[src/rtl/shift_add_mult16.sv]
// Sequential unsigned shift-add multiplier, WIDTH x WIDTH -> 2*WIDTH product (feeds the 16-bit datapath register).
// Latency: WIDTH RUN cycles + 1 DONE cycle (9 cycles from accept to load_en at WIDTH=8).
// Backpressure: none; start is only sampled in IDLE and ignored while busy.
// Optional macro SHIFT_ADD_MULT_EARLY_TERM_EN: leave RUN once the remaining multiplier bits are all zero.
module shift_add_mult16 #(
  parameter int WIDTH = 8
) (
  input  logic               clk,
  input  logic               rst,
  input  logic               start,
  input  logic [WIDTH-1:0]   a,
  input  logic [WIDTH-1:0]   b,
  output logic               busy,
  output logic               load_en,
  output logic [2*WIDTH-1:0] product
);

  // cnt must be able to hold WIDTH, the value it reaches after the last step
  localparam int CW = $clog2(WIDTH + 1);
  localparam logic [CW-1:0] CNT_LAST = CW'(WIDTH - 1);

  typedef enum logic [1:0] {
    IDLE = 2'd0,
    RUN  = 2'd1,
    DONE = 2'd2
  } state_t;

  state_t               state, state_nxt;
  logic [2*WIDTH-1:0]   acc, acc_nxt;
  logic [2*WIDTH-1:0]   mcand, mcand_nxt;
  logic [WIDTH-1:0]     mplier, mplier_nxt;
  logic [CW-1:0]        cnt, cnt_nxt;
  logic [2*WIDTH-1:0]   product_nxt;
  logic [2*WIDTH-1:0]   addend;
  logic                 last;

  // Next-state and datapath: accept in IDLE, one partial product per RUN cycle, publish on DONE entry
  always_comb begin
    state_nxt   = state;
    acc_nxt     = acc;
    mcand_nxt   = mcand;
    mplier_nxt  = mplier;
    cnt_nxt     = cnt;
    product_nxt = product;
    addend      = mplier[0] ? (mcand << cnt) : '0;
    last        = 1'b0;

    case (state)
      IDLE: begin
        if (start) begin
          mcand_nxt  = {{WIDTH{1'b0}}, a};
          mplier_nxt = b;
          acc_nxt    = '0;
          cnt_nxt    = '0;
          state_nxt  = RUN;
        end
      end
      RUN: begin
        acc_nxt    = acc + addend;
        mplier_nxt = mplier >> 1;
        cnt_nxt    = cnt + CW'(1);
`ifdef SHIFT_ADD_MULT_EARLY_TERM_EN
        last       = (cnt == CNT_LAST) || ((mplier >> 1) == '0);
`else
        last       = (cnt == CNT_LAST);
`endif
        if (last) begin
          // product must include this final step so it is valid alongside load_en
          product_nxt = acc_nxt;
          state_nxt   = DONE;
        end
      end
      DONE: begin
        state_nxt = IDLE;
      end
      default: begin
        state_nxt = IDLE;
      end
    endcase
  end

  // State and datapath registers; outputs are registered from the next-state values
  always_ff @(posedge clk) begin
    if (rst) begin
      state   <= IDLE;
      acc     <= '0;
      mcand   <= '0;
      mplier  <= '0;
      cnt     <= '0;
      product <= '0;
      busy    <= 1'b0;
      load_en <= 1'b0;
    end else begin
      state   <= state_nxt;
      acc     <= acc_nxt;
      mcand   <= mcand_nxt;
      mplier  <= mplier_nxt;
      cnt     <= cnt_nxt;
      product <= product_nxt;
      busy    <= (state_nxt != IDLE);
      load_en <= (state_nxt == DONE);
    end
  end

endmodule

[config.mk]
export PLATFORM = sky130hd
export DESIGN_NAME = shift_add_mult16
export DESIGN_NICKNAME = d
export VERILOG_FILES = /design/src/rtl/shift_add_mult16.sv
export SDC_FILE = /design/constraint.sdc
export NUM_CORES = 1
export LEC_CHECK = 0
export BUFFER_PORTS_ARGS = -buffer_cell sky130_fd_sc_hd__clkbuf_2
export CORE_MARGIN = 1
export CORE_UTILIZATION = 58
export DETAILED_ROUTE_END_ITERATION = 12
export GPL_ROUTABILITY_DRIVEN = 0
export PLACE_DENSITY = 0.87
export SYNTH_ARGS = -nofsm -noshare
export SYNTH_HDL_FRONTEND = slang
export SYNTH_SLANG_ARGS = --single-unit
export TNS_END_PERCENT = 20
[constraint.sdc]
create_clock -name clk -period 4.35 [get_ports clk]
set_input_delay 0.2175 -clock clk [delete_from_list [all_inputs] [get_ports clk]]
set_output_delay 0.2175 -clock clk [all_outputs]
set_load 0.005 [all_outputs]
# == Yosys cells after proc, flatten, opt, wreduce, memory -nomap -nowiden ==
# Index checks and enable logic that the tools add are counted.
# word_totals
regBits,56
input_bits,19
out_inout_bits,18
elab_cells,31
# classes
add_sub_neg,2
n_eq_ne,4
shifts,1
muxes,10
n_reduce_logical,6
# ops
cell,count
two-way mux 16 bit,2
case mux 16 bit (2 select lines),1
adder 16 bit,1
case mux 8 bit (2 select lines),1
<< shifter 8 x 4 -> 16 bit,1
two-way mux 8 bit,1
case mux 4 bit (2 select lines),1
AND reduction 2 bit,3
"adder 4 x 1 -> 4 bit, second input constant",1
"== test 4 x 3 -> 1 bit, second input constant",1
two-way mux 2 bit,2
two-way mux 4 bit,1
case mux 2 bit (2 select lines),1
nonzero test 2 bit,2
"== test 2 x 1 -> 1 bit, second input constant",1
"== test 2 bit, second input constant",1
logical NOT 2 bit,1
"inequality test 2 bit, second input constant",1

# == Longest topological paths before layout ==
# Gate-level depths: netlist (run 1).
# depth
depth_word,4
depth_mapped,16
mapped_depth_nobuf,13

# == Worst setup path before layout (run 1) ==
# OpenSTA, ideal clock, no wires.
# synth_path
path_kind,flip-flop to flip-flop
startpoint,register cnt[1]
endpoint,register product[15]
setup_time_ns,0.086
arrival_ns,2.937
required_ns,4.264
path_slack_ns,1.327
path_stages_with_launch,16
path_buffers,3
period_less_slack_ns,3.023
cell_sequence,dfxtp_1 buf_6 clkbuf_1 mux2i_1 nand2_1 o21ai_0 mux2i_1 a22oi_1 nor2_1 ha_1 clkbuf_1 nand2_1 or3_1 o21ai_0 xor2_1 a211oi_1
# synth_via
elab_chain_cells,3
word_cells_on_any_way,5
classes_between,1 x add/sub; 1 x eq/ne; 1 x shift; 1 x mux; 1 x reduce/logical
# synth_lines
item,line,text
"start, declared",32,"logic [CW-1:0] cnt, cnt_nxt;"
"start signal, assigned",98,cnt <= cnt_nxt;
<< shifter 8 x 4 -> 16 bit,45,addend = mplier[0] ? (mcand << cnt) : '0;
two-way mux 16 bit,45,
adder 16 bit,59,acc_nxt = acc + addend;
"end signal, assigned",99,product <= product_nxt;
"end, declared",15,output logic [2*WIDTH-1:0] product
# Parallel ways exist; a longest one is shown, timed or not.
# A chain may end at the register's enable or synchronous reset.

# == Worst setup path after layout (run 1) ==
# layout_path
startpoint,register cnt[1]
endpoint,register acc[15]
# layout_via
elab_chain_cells,4
# layout_lines
item,line,text
<< shifter 8 x 4 -> 16 bit,45,
two-way mux 16 bit,45,
adder 16 bit,59,
case mux 16 bit (2 select lines),48,case (state)
"end signal, assigned",95,acc <= acc_nxt;
"end, declared",29,"logic [2*WIDTH-1:0] acc, acc_nxt;"
# Every way passes these cells.

==> results_dict.tcl, run 1 <==
set metrics [dict create \
    path_max_fanout 19 \
    maxSlewViolCount 0 \
    grt_pass1_wl_um 12600 \
    syn_area_mm2 0.00320 \
    initial_core_util_pct 61.6 \
    cts_tree "built" \
    rows 26 \
    rsz0062_at_grt "no" \
    synth_top_family_by_area "compound AO/OA/AOI/OAI gates" \
    track_usage_pct 26.6 \
    tns_ps 0 \
    finalSetupViolations 0 \
    cp-start-kind "register" \
    met3_length_um 404 \
    num_vias 3064 \
    routed_wl_um 7570 \
    synthAdderAreaFrac_pct 6.87 \
    hold_path.class "primary input to register" \
    finalPower_uw 942 \
    synth-compound-area-share_pct 23.7 \
    avgSynthCellArea_um2 7.89 \
    die_area_mm2 0.00583 \
    syn_inst 406 \
    synthMuxAreaShare_pct 5.90 \
    hold_viol 0 \
    overflow 0 \
    wl_met1_um 3450 \
    maxSlewHeadroom_pct 31.0 \
    crit_type "register to register" \
    root_buffer "clkbuf_8" \
    rrSetupSlack_ps 810 \
    die_h_um 76.3 \
    status "complete, no violations" \
    area_growth_pct 8.94 \
    cts_buffers 5 \
    powerDensity_mw_per_mm2 270 \
    clkLatencyLatePin_ps 310 \
    cp.arrival_ps 3800 \
    fin_crit_sh_pct 81.4 \
    antenna_found_initial 0 \
    dpl_cell_area_mm2 0.00340 \
    worstMarginPinSlew_ps 1040 \
    cp.required_ps 4600 \
    detailed_place_hpwl_um 5520 \
    boundaryPins 37 \
    grt_max_degree 53 \
    cts_max_path_buffers 2 \
    vias_per_cell 6.13 \
    fin_crit_ps 3540 \
    htreeDepth 2 \
    drt-wirelength-per-cell_um 15.1 \
    coreArea_mm2 0.00520 \
    synth-seq-cells 56 \
    cts_resized 0 \
    cts_hold_buf 0 \
    nets 465 \
    drive_gt1_share_pct 13.0 \
    synthFlopType "dfxtp_1" \
    drt-initial-drc-count 295 \
    path_clk_slew_ps 100 \
    async_reset_ff_share_pct 0 \
    routed-wl-met2_um 3560 \
    drcViolationCount 0 \
    synth_edf_count 0 \
    end_kind "register" \
    grt_pass1_vias 2734 \
    synthSimpleGateAreaFrac_pct 20.8 \
    yosysWarningCount 0 \
    yosysSeqAreaShare_pct 35.0 \
    top_layer_used "met4" \
    syn_nets 442 \
    post_cts_buffers 0 \
    skew_ps 6.11 \
    dr.pass1.iters 4 \
    cts_sinks 56 \
    fmax_mhz 282 \
    drv_cap 0 \
    peakVddDrop_mv 0.220 \
    n_antenna_cell 0 \
    final_antenna_net_count 0 \
    die_w_um 76.3 \
    synth_xor_area_share_pct 3.01 \
    ys_types 51 \
    design_area_mm2 0.00349 \
    placement.io_buffers 36 \
    p_leak_uw 0.00141 \
]
-- cell families (layout without fill, tap and decap cells) --
logic type	Yosys count	after routing
fa+ha+maj	17	17
mux	17	17
xor+xnor	11	11
simple gates	152	152
compound gates	115	115
flops	56	56
buf+inv	38	62
-- layout make-up --
cell class	instances	area, µm²
clock inverter	1	7.51
clock buffer	7	86.3
sequential	56	1120
timing repair buffer	39	203
inverter	15	56.3
multi-input combinational	312	1930
tap	70	87.6
fill	459	1710
-- layer usage --
layer	vias to the layer above	GRT usage, %
met1	1446	35.7
met5	-	0
met4	0	10.2
li1	1510	-
met3	14	4.19
met2	94	42.9
-- critical path, cell delays in order (launching register included) --
cell and delay [ps]:
dfxtp_1 760, mux2_2 410, o21ai_0 270, mux2i_1 150
nor2b_1 170, ha_1 340, a21oi_1 210, o21ai_0 120
nor2_1 290, o21ai_0 230, or4_1 430, nand3_1 90
-- path summary, 6_finish.rpt --
path / startpoint / end / cells past startpoint
setup / recovery: cnt[1] / acc[15] / 11
hold / removal: a[2] / mcand[2] / 3
setup reg to reg: cnt[1] / acc[15] / 11
hold reg to reg: product[5] / product[5] / 2
-- through the flow --
stage / instances / util (%) / hold slack [ps] / worst slack [ps]
finish: 500 / 67.1 / 116 / 807
global route: 500 / 67.1 / 117 / 494
CTS: 500 / 67.1 / 116 / 849
detailed placement: 492 / 65.3 / 449 / 893
global placement: 492 / 65.3 / 442 / 981
floorplan: 406 / - / 353 / 1330
-- state kept, by name, summed over array words and instances, names as in the netlist --
signal / cells
acc: 16
busy: 1
cnt: 4
product: 16
mplier: 8
state: 2
mcand: 8
load_en: 1
-- synth_stat cells, types with 3 or more instances --
| library cell | instances | area, µm² |
|---|---|---|
| nand4_1 | 5 | 31.3 |
| nor3_1 | 4 | 20.0 |
| a221oi_1 | 7 | 61.3 |
| o21a_1 | 4 | 30.0 |
| nor2b_1 | 5 | 31.3 |
| nand3_1 | 15 | 75.1 |
| nand2_1 | 62 | 233 |
| and3_1 | 4 | 25.0 |
| inv_1 | 14 | 52.6 |
| mux2i_1 | 11 | 110 |
| a22oi_1 | 10 | 75.1 |
| clkbuf_1 | 19 | 71.3 |
| o22a_1 | 3 | 26.3 |
| xor2_1 | 3 | 26.3 |
| and2_1 | 3 | 18.8 |
| o211ai_1 | 3 | 22.5 |
| dfxtp_1 | 56 | 1120 |
| a32oi_1 | 3 | 26.3 |
| a21oi_1 | 39 | 195 |
| nor2_1 | 44 | 165 |
| a211oi_1 | 5 | 37.5 |
| o31ai_1 | 3 | 22.5 |
| a21o_1 | 4 | 30.0 |
| ha_1 | 16 | 200 |
| mux2_2 | 5 | 56.3 |
| xnor2_1 | 8 | 70.1 |
| a31oi_1 | 3 | 18.8 |
| o21ai_0 | 11 | 55.1 |
| o22ai_1 | 7 | 43.8 |
-- placed cells by master, fill, tap and decap left out, types with 4 or more instances in the layout --
| master | count |
|---|---|
| dfxtp_1 | 56 |
| nand3_1 | 15 |
| a211oi_1 | 5 |
| o22ai_1 | 7 |
| ha_1 | 16 |
| nand4_1 | 5 |
| a21oi_1 | 39 |
| o21ai_0 | 11 |
| mux2_2 | 5 |
| nor3_1 | 4 |
| nor2_1 | 44 |
| o21a_1 | 4 |
| a221oi_1 | 7 |
| xnor2_1 | 8 |
| a22oi_1 | 10 |
| inv_1 | 14 |
| a21o_1 | 4 |
| mux2i_1 | 11 |
| clkbuf_8 | 6 |
| nor2b_1 | 5 |
| and3_1 | 4 |
| clkbuf_2 | 36 |
| nand2_1 | 62 |
-- report_power, final --
group,switching [µW],total (µW),internal (µW)
combinational,65.3,104,38.7
sequential,16.0,542,526
clock,166,296,130
No activity file was read; power rests on OpenSTA's default activity.
==> run 2: changes to the inputs <==
Settings changed: CORE_UTILIZATION 58 to 53, PLACE_DENSITY 0.87 to 0.84.
Clock period 4.35 ns to 2.9 ns, I/O delays scaled along.
==> run 2 against run 1 <==
  * The run now ends with setup timing left
  * Global-route usage rose by 1.7 points
  * Clock power rose by 52%
  * Clock skew rose by 1.8 ps
  * Final cell count rose by 8.0%
  * Final area rose by 12%
  * Combinational power rose by 89%
  * Via count rose by 7.8%
  * Core utilization rose by 1.9 points
  * Highest routed layer unchanged
==> results_dict.tcl, run 2 (same netlist as run 1, synthesis figures left out) <==
set metrics [dict create \
    overflow 0 \
    peakVddDrop_mv 0.329 \
    die_h_um 79.8 \
    cts_tree "built" \
    dr.pass1.iters 6 \
    reg2reg_from "cnt[1]" \
    die_area_mm2 0.00636 \
    detailed_place_hpwl_um 6080 \
    worstMarginPinSlew_ps 961 \
    fin_ws_ps -1.86 \
    p_leak_uw 0.00161 \
    crit_type "register to register" \
    antenna_found_initial 0 \
    drt-wirelength-per-cell_um 16.2 \
    fmax_mhz 345 \
    cp-start-kind "register" \
    clkLatencyLatePin_ps 320 \
    r2r_end "product[15]" \
    htreeDepth 2 \
    num_vias 3303 \
    layout_commonest_cell "nand2_1" \
    violations "setup timing" \
    fin_crit_sh_pct 100 \
    initial_core_util_pct 56.5 \
    grt_max_degree 31 \
    routed_wl_um 8770 \
    skew_ps 7.89 \
    coreArea_mm2 0.00568 \
    nets 503 \
    boundaryPins 37 \
    final_cell_mix "62 x nand2_1, 53 x dfxtp_1, 41 x nor2_1" \
    tns_ps -1.86 \
    path_clk_slew_ps 110 \
    fin_crit_ps 2900 \
    instances_no_fill 540 \
    path_max_fanout 7 \
    r2r_cells 11 \
    maxSlewHeadroom_pct 35.5 \
    die_w_um 79.8 \
    cts_buffers 5 \
    dpl_cell_area_mm2 0.00366 \
    cts_hold_buf 0 \
    top_regs "acc: 16 flops, product: 16 flops" \
    drt-initial-drc-count 330 \
    hold_viol 0 \
    final_antenna_net_count 0 \
    status "finished, violations left" \
    n_antenna_cell 0 \
    vias_per_cell 6.12 \
    powerDensity_mw_per_mm2 372 \
    cts_sinks 56 \
    cts_max_path_buffers 2 \
    grt_pass1_vias 3034 \
    hold_slack_ps 33.6 \
    cp.required_ps 3150 \
    rrSetupSlack_ps -2 \
    drcViolationCount 0 \
    critPathLaunch "cnt[1]" \
    root_buffer "clkbuf_8" \
    area_growth_pct 22.1 \
    grt_pass1_wl_um 14000 \
    hold_path.class "primary input to register" \
    maxSlewViolCount 0 \
    placement.io_buffers 36 \
    end_kind "register" \
    design_area_mm2 0.00391 \
    rsz0062_at_grt "yes" \
    dp.cells 529 \
    final_util_pct 69.0 \
    cp.arrival_ps 3150 \
    drive_gt1_share_pct 26.3 \
    finalSetupViolations 1 \
    endpoint "product[15]" \
    track_usage_pct 28.3 \
    rows 27 \
    drv_cap 0 \
]
[run 2: repair_timing]
item	CTS	global route
endpoints found under the setup margin	11	19
buffers inserted	1	2
pin swaps	0	12
gates resized for setup	7	34
[run 2: stage by stage]
stage / power, µW / setup slack (ps)
final: 1460 / -1.86
after global placement: 1000 / -17.3
after detailed placement: 1000 / -157
after global routing: 1510 / -125
after CTS: 1440 / 8.50
after floorplan: 938 / 58.6
[run 2: worst max-delay path: stages, from the launching register on]
cell      delay, ps
dfxtp_4         400
mux2_2          360
a22o_1          280
nor2_1          140
a211oi_1         70
o21a_1          220
ha_4            280
nand4_1         150
or3_1           430
o21ai_2         170
xor2_1           90
a211oi_1        220
[run 2: how the worst min path moves through the flow]
stage	from	to	slack [ps]	cells after the start
finish	a[7]	mcand[7]	30	3
global route	a[4]	mcand[4]	50	3
CTS	a[1]	mcand[1]	40	3
detailed placement	a[7]	mcand[7]	380	3
global placement	a[7]	mcand[7]	370	3
floorplan	a[2]	mcand[2]	280	2
[run 2: report_power, final]
group / switching [µW] / internal, µW / total (µW)
Sequential: 20.3 / 789 / 809
Combinational: 117 / 80.7 / 197
Clock: 277 / 174 / 451
Total: 414 / 1040 / 1460
[run 2: final cells by class]
class,instances,area [µm²]
Multi-Input combinational cell,312,2060
Fill cell,435,1760
Sequential cell,56,1130
Timing Repair Buffer,77,492
Tap cell,72,90.1
Clock buffer,5,68.8
Inverter,15,56.3
Clock inverter,3,22.5
[run 2: per-layer routing]
| metal | global-route usage (%) | vias up | share of wire (%) |
|---|---|---|---|
| met5 | 0 | - | 0 |
| met4 | 12.1 | 0 | 3.0 |
| met3 | 8.00 | 32 | 7.9 |
| met2 | 44.7 | 156 | 47 |
| met1 | 35.9 | 1532 | 42 |
| li1 | - | 1583 | - |
